`config.mk`:
```
export PLATFORM = sky130hd
export DESIGN_NAME = branch_resolve_unit
export DESIGN_NICKNAME = d
export VERILOG_FILES = /design/src/rtl/branch_resolve_unit.sv
export SDC_FILE = /design/constraint.sdc
export NUM_CORES = 1
export LEC_CHECK = 0
export ABC_AREA = 1
export BUFFER_PORTS_ARGS = -buffer_cell sky130_fd_sc_hd__buf_2
export CORE_MARGIN = 1
export CORE_UTILIZATION = 50
export CTS_CLUSTER_SIZE = 14
export DETAILED_ROUTE_END_ITERATION = 16
export GPL_TIMING_DRIVEN = 0
export PLACE_DENSITY_LB_ADDON = 0.2
export SKIP_LAST_GASP = 1
export SYNTH_ARGS = -nofsm -noshare
export SYNTH_HDL_FRONTEND = slang
export SYNTH_SLANG_ARGS = --single-unit
```
`constraint.sdc`:
```
create_clock -name clk -period 1.5 [get_ports clk]
set_input_delay 0 -clock clk [delete_from_list [all_inputs] [get_ports clk]]
set_output_delay 0 -clock clk [all_outputs]
set_load 0.03 [all_outputs]
```
`src/rtl/branch_resolve_unit.sv`:
```
// Branch resolution for the 5-stage pipeline: carries each branch's prediction from D to M,
// checks it against the actual outcome, issues the redirect/flush and trains the predictor.
module branch_resolve_unit #(
    parameter logic [31:0] FALLTHRU_OFS = 32'd8
) (
    input  logic        clk,
    input  logic        rst,
    input  logic        stallE,
    input  logic        stallM,
    input  logic        flushE,
    input  logic        flushM,
    input  logic        branchD,
    input  logic        pred_takeD,
    input  logic [31:0] pcD,
    input  logic [31:0] targetD,
    input  logic        actual_takeE,
    output logic        branchM,
    output logic        actual_takeM,
    output logic [31:0] pcM,
    output logic        redirect,
    output logic [31:0] redirect_pc,
    output logic        flushD_o,
    output logic        flushF_o,
    output logic [31:0] branch_cnt,
    output logic [31:0] mispred_cnt
);

    logic        r_e_valid;
    logic        r_e_pred;
    logic [31:0] r_e_pc;
    logic [31:0] r_e_target;

    logic        r_m_valid;
    logic        r_m_pred;
    logic        r_m_taken;
    logic        r_m_done;
    logic [31:0] r_m_pc;
    logic [31:0] r_m_target;

    logic [31:0] r_branch_cnt;
    logic [31:0] r_mispred_cnt;

    logic        w_resolve;
    logic        w_mispredict;
    logic [31:0] w_correct_pc;

    assign w_resolve    = r_m_valid & ~r_m_done;
    assign w_mispredict = w_resolve & (r_m_pred != r_m_taken);
    assign w_correct_pc = r_m_taken ? r_m_target : (r_m_pc + FALLTHRU_OFS);

    assign branchM      = w_resolve;
    assign actual_takeM = r_m_taken;
    assign pcM          = r_m_pc;
    assign redirect     = w_mispredict;
    assign flushD_o     = w_mispredict;
    assign flushF_o     = w_mispredict;
    assign redirect_pc  = w_mispredict ? w_correct_pc : 32'd0;
    assign branch_cnt   = r_branch_cnt;
    assign mispred_cnt  = r_mispred_cnt;

    // A redirect bubbles only the wrong-path instruction entering E; the delay slot already in E survives.
    always_ff @(posedge clk) begin
        if (rst || flushE || w_mispredict) begin
            r_e_valid  <= 1'b0;
            r_e_pred   <= 1'b0;
            r_e_pc     <= 32'd0;
            r_e_target <= 32'd0;
        end else if (!stallE) begin
            r_e_valid  <= branchD;
            r_e_pred   <= pred_takeD;
            r_e_pc     <= pcD;
            r_e_target <= targetD;
        end
    end

    // done marks a held branch that has already strobed, so a stall cannot repeat the redirect.
    always_ff @(posedge clk) begin
        if (rst || flushM || (stallE && !stallM)) begin
            r_m_valid  <= 1'b0;
            r_m_pred   <= 1'b0;
            r_m_taken  <= 1'b0;
            r_m_done   <= 1'b0;
            r_m_pc     <= 32'd0;
            r_m_target <= 32'd0;
        end else if (stallM) begin
            r_m_done   <= r_m_done | w_resolve;
        end else begin
            r_m_valid  <= r_e_valid;
            r_m_pred   <= r_e_pred;
            r_m_taken  <= actual_takeE;
            r_m_done   <= 1'b0;
            r_m_pc     <= r_e_pc;
            r_m_target <= r_e_target;
        end
    end

    always_ff @(posedge clk) begin
        if (rst) begin
            r_branch_cnt  <= 32'd0;
            r_mispred_cnt <= 32'd0;
        end else begin
            if (w_resolve && (r_branch_cnt != 32'hFFFF_FFFF))
                r_branch_cnt <= r_branch_cnt + 32'd1;
            if (w_mispredict && (r_mispred_cnt != 32'hFFFF_FFFF))
                r_mispred_cnt <= r_mispred_cnt + 32'd1;
        end
    end

endmodule
```
== Yosys cells after proc, flatten, opt, wreduce, memory -nomap -nowiden ==
Cells that the tools add are included.

* Register bits after elaboration: 198
* Latch bits: 0
* Memory bits (writable): 0
* Memory bits (read-only): 0
* Output and inout bits: 133
* Memories kept: 0

* Add/sub/neg operators: 3
* Multipliers: 0
* Divide/modulo/power cells: 0
* Magnitude comparators: 0
* Equal/unequal tests: 3
* Shift-type cells: 0
* Multiplexer cells: 2
* Bitwise gates (word level): 5
* Reduce and logical (&&, ||, !) cells: 9

{| class="wikitable"
|+ Operators with widths
! cell !! count
|-
| $add A32 B1 Y32 const B || 2
|-
| $mux W32 || 2
|-
| $ne A32 B32 Y1 const B || 2
|-
| $add A32 B4 Y32 const B || 1
|-
| $logic_or A1 B1 Y1 || 4
|-
| $logic_and A1 B1 Y1 || 3
|-
| $and A1 B1 Y1 || 2
|-
| $not A1 Y1 || 2
|-
| $reduce_or A2 Y1 || 1
|-
| $logic_not A1 Y1 || 1
|-
| $ne A1 B1 Y1 || 1
|-
| $or A1 B1 Y1 || 1
|}

== Longest topological paths before layout ==
Gate-level depths: netlist of the first run.

* Word-level depth: 4
* Depth in mapped cells: 11

== Least setup slack after synthesis of the first run ==
Ideal clock, no wire load.

* Path kind: register to output
* Start point: register r_m_pc[3] (netlist: pcM[3])
* End point: output redirect_pc[27]
* Arrival: 2.118 ns
* Required time: 1.500 ns
* Path slack: -0.618 ns
* Cell stages (with the launch flop): 8
* Path buffers: 0
* Cell sequence: dfxtp_1 > ha_1 > inv_1 > nor2_1 > nand2_1 > nor2_1 > nand3_1 > a31oi_1

* Longest elaborated chain between the ends: 3

{| class="wikitable"
|+ Ends and longest elaborated chain
! item !! RTL line !! source
|-
| from (decl) || 37 || <nowiki>logic [31:0] r_m_pc;</nowiki>
|-
| from (signal assigned) || 92 || <nowiki>r_m_pc <= r_e_pc;</nowiki>
|-
| $add A32 B4 Y32 || 49 || <nowiki>assign w_correct_pc = r_m_taken ? r_m_target : (r_m_pc + FALLTHRU_OFS);</nowiki>
|-
| $mux W32 || 49 ||
|-
| $mux W32 || 57 || <nowiki>assign redirect_pc = w_mispredict ? w_correct_pc : 32'd0;</nowiki>
|-
| to (decl) || 21 || <nowiki>output logic [31:0] redirect_pc,</nowiki>
|}

Every way passes these cells.

== Final worst setup path of the first run ==
* Start point: register r_m_pc[3] (netlist: pcM[3])
* End point: output redirect_pc[21]

The elaborated chain is that of the path after synthesis.

==> results of run 1 <==
critical path, stage by stage, from the launching register on:
cell,delay (ns)
dfxtp_4,0.40
ha_4,0.17
inv_4,0.04
nor2_4,0.16
nand3_1,0.20
nor2_1,0.16
xnor2_1,0.13
a21oi_2,0.20
buf_6,0.16
timing repair:
item                                    4_1_cts  5_1_grt
hold endpoints to repair                     75        0
cloned                                        9        7
gates resized for setup                     300      230
hold buffers                                 68        0
buffers inserted                             63       55
endpoints found under the setup margin      157      149
pin swaps                                    62       96
Yosys cell counts, drive strengths merged, types with 7 or more instances:
library cell	count	area share, %
inv	100	3.8
dfxtp	198	40
clkbuf	39	1.5
nand3	78	5.1
xnor2	9	0.80
a21oi	192	9.8
nor2	247	11
nand2	522	20
buf	31	2.0
nor3	7	0.41
xor2	19	1.7
o21ai	30	1.5
nand4	14	0.89
power by group through the flow:
stage | clock network [mW] | logic (mW) | registers [mW]
after floorplan | 0 | 0.322 | 5.46
after global placement | 0 | 0.547 | 5.46
after detailed placement | 0 | 0.558 | 5.46
after CTS | 4.49 | 0.724 | 5.30
after global routing | 4.74 | 0.897 | 5.28
final | 4.50 | 0.834 | 5.28
layer usage:
metal  wire length (um)  up-vias  part of all wire, %  track usage, %
met2              19200      834                   48            59.0
met3               3520      238                  8.9            5.35
met4               2530        0                  6.4            16.9
li1                   -     5603                    -               -
met5                  0        -                    0               0
met1              14500     5772                   36            40.0
area by class of cell:
type | instances | area, um^2 | area share [%]
multi-input combinational | 1135 | 6570 | 41.6
inverter | 100 | 398 | 2.52
buffer | 69 | 512 | 3.24
clock buffer | 18 | 450 | 2.86
sequential | 198 | 4210 | 26.7
clock inverter | 13 | 110 | 0.698
timing repair buffer | 398 | 3190 | 20.3
tap | 260 | 325 | 2.06
cells by family (layout without fill, tap and decap cells):
family                   after synthesis  count (layout)
AND/OR/NAND/NOR                      875             876
AO/OA/AOI/OAI                        228             228
flip-flops                           198             198
buffers and inverters                170             598
XOR/XNOR                              28              28
adder cells (fa/ha/maj)                3               3
state kept, by name (all words and copies together), names as in the netlist:
register	count
r_m_done	1
mispred_cnt	32
r_m_pred	1
r_e_valid	1
branch_cnt	32
r_e_pc	32
actual_takeM	1
r_m_valid	1
pcM	32
r_e_pred	1
r_e_target	32
r_m_target	32
final timing paths:
kind	from	to	slack, ns	cells past startpoint
hold / removal	stallE	r_e_pc[12]$_SDFFE_PP0N_	0.13	4
setup reg to reg	r_m_valid$_SDFFE_PP0N_	mispred_cnt[23]$_SDFFE_PP0P_	-0.36	12
hold reg to reg	r_e_pc[17]$_SDFFE_PP0N_	pcM[17]$_SDFFE_PP0N_	0.46	2
setup / recovery	pcM[3]$_SDFFE_PP0N_	redirect_pc[21]	-0.56	8
cell usage in the layout, fill, tap and decap left out, drive strengths merged:
master and instances:
nand2 522, buf 354, nor2 247, dfxtp 198
a21oi 192, inv 106, nand3 79, dlygate4sd3 68
clkbuf 63, o21ai 30, xor2 19, nand4 14
xnor2 9, nor3 7, nand3b 5, clkinv 5
a31oi 5, ha 3, clkinvlp 2, and2 1
or2 1, a211oi 1
through the flow:
| stage | TNS [ns] | cells | hold WS [ns] | utilization, % |
|---|---|---|---|---|
| 6_report | -25.80 | 2191 | 0.126 | 82.9 |
| 5_1_grt | -34.61 | 2191 | 0.152 | 82.9 |
| 4_1_cts | -14.44 | 2137 | 0.104 | 76.0 |
| 3_5_place_dp | -23.02 | 1966 | 0.254 | 61.0 |
| 3_3_place_gp | -20.94 | 1966 | 0.250 | 61.0 |
| 2_1_floorplan | -0.721 | 1502 | 0.133 | - |
==> reports/metrics.csv, run 1 <==
stage,metric,value,unit
run,cap_violations,0,
logic_synthesis,synth-seq-cells,198,
cells_and_area,syn2layout_area_growth,60.3,%
logic_synthesis,syn_area_per_cell,6.55,um^2
global_route,grt_pass1_vias,11000,
routing,drt_iter0_drc,1468,
power,clkPwrFrac,42.4,%
clock_network,cts_made_buffers,17,
global_route,grt_max_degree,19,
power,p_sw_share,25.9,%
timing,timing.final.crit_period,2.06,ns
clock_network,cts-htree-levels,4,
logic_synthesis,synth_edf_count,0,
logic_synthesis,yosys.area_share.simple,37.8,%
logic_synthesis,ys.flop_type,dfxtp_1,
power,p_comb_share,7.9,%
floorplan,die_y,142,um
logic_synthesis,ys_types,32,
routing,drc,0,
floorplan,ioPinCount,206,
global_route,grt_pass1_wl,53.8,mm
cells_and_area,final_area,15800,um^2
power,p_leak,6.62,nW
placed_design,place_ws,-0.359,ns
cells_and_area,antennaDiodeCount,0,
timing,finalCritPeriodShare,138,%
routing,vias,12400,
global_route,track_usage,33.7,%
placed_design,place_congestion,0.948,
placed_design,dp_hpwl,22.3,mm
routing,vias_per_cell,5.68,
global_route,overflow,0,
routing,antenna_left,0,
clock_network,clock_sink_count,198,
floorplan,start_util,51.7,%
logic_synthesis,synthMuxAreaShare,0,%
power,power,10.6,mW
logic_synthesis,synth_top_family_by_area,simple AND/OR/NAND/NOR gates,
routing,wl_per_cell,18.1,um
placed_design,portBuffers,204,
routing,dr.pass1.iters,6,
outcome,violations,setup timing,
logic_synthesis,syn_nets,1578,
setup_path,critPathMaxFanout,4,
global_route,antenna_found_initial,0,
floorplan,core,19000,um^2
setup_path,critPathRequiredTime,1.50,ns
timing,drv_slew,0,
setup_path,cp-end-kind,output pin,
logic_synthesis,synth_fa_ha_area_share,0.382,%
timing,worst_slack,-0.563,ns
logic_synthesis,synth-xor-area-share,2.49,%
power,switching_power,2.75,mW
timing,rsz0062_at_grt,yes,
logic_synthesis,yosysSeqAreaShare,40.3,%
floorplan,die_area,20200,um^2
clock_network,clkLatencyLatePin,0.44,ns
cells_and_area,fin_nets,1995,
cells_and_area,drive_above_1_share,41.3,%
logic_synthesis,synth-compound-area-share,11.7,%
cells_and_area,nFillCells,1123,
power,power_density,673,nW/um^2
routing,drt_wl_total,39.7,mm
clock_network,cts_max_path_buffers,2,
setup_path,arrival,2.06,ns
logic_synthesis,synth_warnings,0,
power,pwr-share-seq,49.7,%
timing,hold_viol_final,0,
timing,worst_slew_pin_slew,0.819,ns
placed_design,place_area,11600,um^2
logic_synthesis,netlist_area,9840,um^2
floorplan,chipWidth,142,um
floorplan,num_rows,50,
clock_network,clk_pin_slew,0.07,ns
setup_path,path_class,flip-flop to output pin,
clock_network,clockRootBuffer,clkbuf_16,
timing,finalSetupViolCount,160,
hold_path,hp-class,primary input to flip-flop,
timing,max_freq,485,MHz
logic_synthesis,syn_inst,1502,
timing,maxSlewHeadroom,45.4,%
timing,fin_skew,0.0117,ns
logic_synthesis,synthArstFlopShare,0,%
power,internal_power,7.87,mW
setup_path,cp-start-kind,flip-flop,
outcome,status,"finished, violations left",
power,irDropWorstVdd,0.000778,V
clock_network,cts_tree,built,
(Power assumes the default switching activity.)
==> run 2: changes to the inputs <==
--- a/config.mk
+++ b/config.mk
@@ -5,10 +5,9 @@
 export SDC_FILE = /design/constraint.sdc
 export NUM_CORES = 1
 export LEC_CHECK = 0
-export ABC_AREA = 1
 export BUFFER_PORTS_ARGS = -buffer_cell sky130_fd_sc_hd__buf_2
 export CORE_MARGIN = 1
-export CORE_UTILIZATION = 50
+export CORE_UTILIZATION = 49
 export CTS_CLUSTER_SIZE = 14
 export DETAILED_ROUTE_END_ITERATION = 16
 export GPL_TIMING_DRIVEN = 0
==> run 2 against run 1 <==
  * The flow still finishes with violations (setup timing)
  * Setup slack worse by 0.43 ns
  * Via count shrank 13%
  * Flip-flop and latch count is the same
  * Area after synthesis is 8.8% lower
  * Final area increased by 0.92%
  * Final cell count down 22%
  * Critical endpoint is now redirect_pc[24]
==> reports/metrics.csv, run 2 <==
stage,metric,value,unit
routing,dr.pass1.iters,6,
power,power_density,687,nW/um^2
global_route,grt_pass1_vias,10000,
timing,fin_hold_ws,0.0293,ns
clock_network,cts-htree-levels,4,
placed_design,dpl.cell_count,1433,
timing,fin_skew,0.0141,ns
setup_path,path_class,flip-flop to output pin,
routing,drt_wl_total,42.2,mm
logic_synthesis,ys.flop_type,dfxtp_1,
global_route,grt_max_degree,18,
floorplan,chipWidth,137,um
placed_design,place_congestion,0.852,
clock_network,clkLatencyLatePin,0.44,ns
logic_synthesis,netlist_area,8970,um^2
logic_synthesis,syn_nets,1078,
global_route,grt_pass1_wl,53.7,mm
logic_synthesis,syn_area_per_cell,8.96,um^2
cells_and_area,fin_nets,1547,
timing,hold_viol_final,0,
cells_and_area,drive_above_1_share,53.2,%
logic_synthesis,synthArstFlopShare,0,%
routing,drt_iter0_drc,905,
logic_synthesis,synth_top_cells_by_count,"dfxtp_1 (198), nor2_1 (196), mux2i_1 (140), a21oi_1 (56), clkbuf_1 (45)",
hold_path,hp-start,flushE,
cells_and_area,final_common_cell,buf_2,
setup_path,cp-start-kind,flip-flop,
timing,timing.final.crit_period,2.49,ns
clock_network,clockRootBuffer,clkbuf_16,
timing,finalSetupViolCount,166,
placed_design,portBuffers,202,
setup_path,critPathMaxFanout,3,
logic_synthesis,syn_inst,1002,
cells_and_area,syn2layout_area_growth,77.4,%
timing,max_freq,402,MHz
cells_and_area,final_cells,1715,
routing,vias_per_cell,6.28,
timing,rsz0062_at_grt,yes,
clock_network,cts_made_buffers,17,
setup_path,critPathRequiredTime,1.50,ns
routing,wl_per_cell,24.6,um
routing,vias,10800,
clock_network,clock_sink_count,198,
floorplan,die_y,137,um
timing,timing.setup.tns,-72.85,ns
setup_path,critPathMaxStageDelay,0.45,ns
logic_synthesis,synth_edf_count,0,
logic_synthesis,yosys-top-cells-area,"dfxtp_1 (44%), mux2i_1 (16%), nor2_1 (8.2%)",
logic_synthesis,synth_top_cell_by_area,dfxtp_1,
power,power,10.9,mW
clock_network,cts_max_path_buffers,2,
setup_path,cp-end-kind,output pin,
power,p_leak,6.68,nW
setup_path,regToRegStartpoint,mispred_cnt[3]$_SDFFE_PP0P_,
logic_synthesis,netlist.area_leader.share,44.2,%
floorplan,die_area,18900,um^2
setup_path,critical_path.most_common_cell,buf_4,
routing,drc,0,
cells_and_area,final_area,15900,um^2
clock_network,clk_pin_slew,0.08,ns
timing,worst_slew_pin_slew,0.899,ns
floorplan,ioPinCount,206,
setup_path,cp_slowest_cell,or3_4,
timing,maxSlewHeadroom,40.0,%
cells_and_area,final_cell_mix,"buf_2 (168), mux2i_1 (138), buf_4 (130)",
power,irDropWorstVdd,0.000965,V
logic_synthesis,yosysSeqAreaShare,44.2,%
global_route,overflow,0,
global_route,antenna_found_initial,2,
global_route,track_usage,37.3,%
setup_path,critical_path.startpoint,pcM[15]$_SDFFE_PP0N_,
setup_path,crit_chain,nand4_1 > or3_4 > buf_4 > nor4_4 > xnor2_2 > a211oi_4 > buf_4,
timing,worst_slack,-0.990,ns
floorplan,num_rows,49,
logic_synthesis,synth_warnings,0,
setup_path,arrival,2.49,ns
floorplan,core,18000,um^2
outcome,violations,setup timing,
logic_synthesis,ys_types,57,
setup_path,reg2reg_slack,-0.89,ns
clock_network,cts_tree,built,
run,cap_violations,0,
timing,finalCritPeriodShare,166,%
logic_synthesis,yosysMostFrequentCell,dfxtp_1,
timing,drv_slew,0,
outcome,status,"finished, violations left",
floorplan,start_util,50.0,%
hold_path,hp-class,primary input to flip-flop,
placed_design,place_area,11200,um^2
routing,antenna_left,0,
logic_synthesis,synth-seq-cells,198,
placed_design,dp_hpwl,18.2,mm
## run 2: timing repair
item                                    CTS  global route
hold buffers                             68             0
setup buffers                           137            45
endpoints found under the setup margin  195           195
endpoints found under the hold margin    68             0
resized for setup                       288           196
gates cloned                             15             1
pin swaps                               175           102
## run 2: worst max-delay path, delay by kind of cell (launching register included)
kind | cells | cell delay, ns
xor+xnor | 1 | 0.16
flops | 1 | 0.38
simple gates | 3 | 0.93
compound gates | 1 | 0.21
buf+inv | 2 | 0.36
## run 2: area by class of cell
cell class / count / area (um^2)
fillers: 698 / 2050
diodes: 2 / 5.00
multi-input cells: 723 / 6480
plain buffers: 62 / 622
inverters: 17 / 78.8
clock inverters: 11 / 86.3
repair buffers: 452 / 3660
well taps: 229 / 287
clock buffers: 21 / 472
flip-flops and latches: 198 / 4230
## run 2: power breakdown
group	leakage (nW)	internal, mW	switching [mW]
Sequential	1.66	5.21	0.0542
Combinational	4.74	0.504	0.591
Clock	0.279	2.31	2.26
## run 2: worst paths after layout
path	cells past startpoint	to
setup / recovery	7	redirect_pc[24]
hold / removal	4	r_e_target[23]$_SDFFE_PP0N_
hold reg to reg	1	r_m_done$_SDFF_PP0_
setup reg to reg	9	mispred_cnt[11]$_SDFFE_PP0P_
## run 2: logic make-up (layout without fill, tap and decap cells)
family / Yosys count / after routing / synth area share (%)
mux: 150 / 150 / 16.9
xor+xnor: 42 / 42 / 4.10
simple gates: 393 / 394 / 21.6
other cells: 0 / 2 / 0
buf+inv: 82 / 563 / 3.85
fa+ha+maj: 3 / 3 / 0.418
flops: 198 / 198 / 44.2
compound gates: 134 / 134 / 9.01
## run 2: per-stage QoR
step / setup WS [ns] / util (%)
after floorplan: -0.528 / -
after global placement: -0.684 / 62.1
after detailed placement: -0.717 / 62.1
after CTS: -0.855 / 83.1
after global routing: -1.04 / 88.6
final: -0.990 / 88.6
## run 2: per-layer routing
layer / GRT usage (%) / routed length [um] / part of all wire [%]
met4: 20.5 / 2970 / 7.0
met5: 0 / 0 / 0
met3: 8.68 / 3910 / 9.3
met1: 42.4 / 14800 / 35
met2: 64.5 / 20600 / 49
==> run 3: changes to the inputs <==
--- a/config.mk
+++ b/config.mk
@@ -11,7 +11,7 @@
 export CTS_CLUSTER_SIZE = 14
 export DETAILED_ROUTE_END_ITERATION = 16
 export GPL_TIMING_DRIVEN = 0
-export PLACE_DENSITY_LB_ADDON = 0.2
+export PLACE_DENSITY = 0.76
 export SKIP_LAST_GASP = 1
 export SYNTH_ARGS = -nofsm -noshare
 export SYNTH_HDL_FRONTEND = slang
==> constraint.sdc (replaced) <==
create_clock -name clk -period 1.5 [get_ports clk]
set_input_delay 0 -clock clk [delete_from_list [all_inputs] [get_ports clk]]
set_output_delay 0 -clock clk [all_outputs]
set_load 0.02 [all_outputs]
==> run 3 against run 2 <==
  * The run still ends with setup timing left
  * Critical endpoint is now redirect_pc[31]
  * Global-route usage down 0.24 points
  * Largest cell class unchanged
  * First-iteration DRC count up 14%
  * Routed wire length down 1.3%
  * Final cell count down 1.2%
  * Die area unchanged
  * Final area down 2.2%
  * Critical path type unchanged
  * Via count down 0.83%
  * Worst hold slack better by 0.10 ns
  * Sequential power about the same
==> reports/metrics.csv, run 3 (synthesis results as in run 2) <==
stage,metric,value,unit
timing,fin_skew,0.0150,ns
floorplan,die_area,18900,um^2
global_route,grt_pass1_wl,52.8,mm
outcome,violations,setup timing,
hold_path,hp-class,primary input to flip-flop,
setup_path,cp-end-kind,output pin,
cells_and_area,ff_latch_area,4220,um^2
timing,timing.setup.tns,-77.83,ns
timing,finalSetupViolCount,167,
cells_and_area,syn2layout_area_growth,73.5,%
global_route,grt_pass1_vias,9820,
clock_network,clockRootBuffer,clkbuf_16,
setup_path,arrival,2.46,ns
global_route,track_usage,37.1,%
floorplan,num_rows,49,
timing,timing.final.crit_period,2.46,ns
cells_and_area,fin_nets,1529,
global_route,overflow,0,
clock_network,clk_pin_slew,0.08,ns
setup_path,critPathRequiredTime,1.50,ns
timing,finalCritPeriodShare,164,%
cells_and_area,nFillCells,760,
power,irDropWorstVdd,0.00143,V
cells_and_area,antennaDiodeCount,0,
global_route,antenna_found_initial,0,
routing,vias_per_cell,6.30,
placed_design,portBuffers,202,
routing,dr.pass1.iters,5,
clock_network,cts_max_path_buffers,2,
setup_path,critPathMaxFanout,2,
placed_design,place_ws,-0.725,ns
setup_path,ff2ff_path_depth,8,
placed_design,dp_hpwl,18.3,mm
timing,rsz0062_at_grt,yes,
routing,drt_wl_total,41.7,mm
setup_path,path_class,flip-flop to output pin,
routing,vias,10700,
timing,worst_slew_pin_slew,0.984,ns
placed_design,place_congestion,0.877,
cells_and_area,multi_input_area,6350,um^2
setup_path,reg2reg_slack,-0.67,ns
cells_and_area,drive_above_1_share,52.4,%
setup_path,regToRegStartpoint,branch_cnt[29]$_SDFFE_PP0P_,
cells_and_area,final_cell_mix,"buf_2 (169), mux2i_1 (138), buf_4 (127)",
clock_network,cts-htree-levels,4,
routing,drt_iter0_drc,1031,
timing,max_freq,407,MHz
routing,drc,0,
clock_network,cts_made_buffers,17,
routing,wl_per_cell,24.6,um
floorplan,chipWidth,137,um
floorplan,start_util,50.0,%
timing,fin_hold_ws,0.130,ns
power,p_leak,6.54,nW
global_route,grt_max_degree,19,
floorplan,core,18000,um^2
clock_network,cts_tree,built,
timing,drv_slew,0,
timing,maxSlewHeadroom,34.4,%
floorplan,ioPinCount,206,
outcome,status,"finished, violations left",
run,cap_violations,0,
floorplan,die_y,137,um
power,power_density,711,nW/um^2
timing,hold_viol_final,0,
setup_path,r2r_end,branch_cnt[12]$_SDFFE_PP0P_,
hold_path,whs_path_depth,3,
cells_and_area,final_common_cell,buf_2,
routing,antenna_left,0,
hold_path,hold_end,mispred_cnt[6]$_SDFFE_PP0P_,
timing,worst_slack,-0.958,ns
setup_path,cp-start-kind,flip-flop,
hold_path,hp-start,rst,
clock_network,clkLatencyLatePin,0.46,ns
clock_network,clock_sink_count,198,
[run 3: worst max path at each step]
stage                     slack [ns]                           end  depth (start not counted)                        start
after floorplan                -0.56    branch_cnt[3]$_SDFFE_PP0P_                          6  branch_cnt[27]$_SDFFE_PP0P_
after global placement         -0.69  mispred_cnt[19]$_SDFFE_PP0P_                          7  mispred_cnt[3]$_SDFFE_PP0P_
after detailed placement       -0.72  mispred_cnt[19]$_SDFFE_PP0P_                          7  mispred_cnt[3]$_SDFFE_PP0P_
after CTS                      -0.81               redirect_pc[31]                          7         pcM[15]$_SDFFE_PP0N_
after global routing           -0.98               redirect_pc[31]                          6         pcM[19]$_SDFFE_PP0N_
final                          -0.96               redirect_pc[31]                          6         pcM[19]$_SDFFE_PP0N_
[run 3: critical path: stages, from the launching register on]
cell,delay [ns]
dfxtp_4,0.36
nand4_1,0.19
or3_4,0.47
nor4_4,0.34
xor2_1,0.30
o21a_2,0.20
buf_4,0.14
[run 3: metal layers]
layer	wire (um)	GRT usage, %	up-vias
met1	14400	40.8	5139
met2	20500	65.9	805
met3	3770	8.06	281
met5	0	0	-
li1	-	-	4455
met4	2990	20.5	0
[run 3: timing repair]
action / in CTS / in global routing
setup endpoints to repair: 165 / 195
hold buffers: 68 / 0
cloned: 11 / 2
buffers inserted: 126 / 37
hold endpoints to repair: 68 / 0
resized for setup: 257 / 222
pin swaps: 151 / 105
[run 3: final cells by class]
type                    count  area share, %
multi-input cells         722           40.8
inverters                  17          0.506
plain buffers              63           3.84
flip-flops and latches    198           27.1
clock buffers              17           2.73
well taps                 229           1.84
clock inverters            15          0.924
repair buffers            434           22.3
[run 3: report_power, final]
part           internal, mW  switching, mW  leakage (nW)
Combinational         0.505          0.590          4.60
Clock                  2.34           2.36         0.272
Sequential             5.22         0.0554          1.66
[run 3: through the flow]
stage | utilization [%] | total power [mW] | cells | cell area, um^2
floorplan | - | 5.80 | 1002 | 9720
CTS | 80.7 | 10.7 | 1669 | 14500
global placement | 61.3 | 6.01 | 1433 | 11000
finish | 86.7 | 11.1 | 1695 | 15600
detailed placement | 61.3 | 6.02 | 1433 | 11000
global route | 86.7 | 11.3 | 1695 | 15600
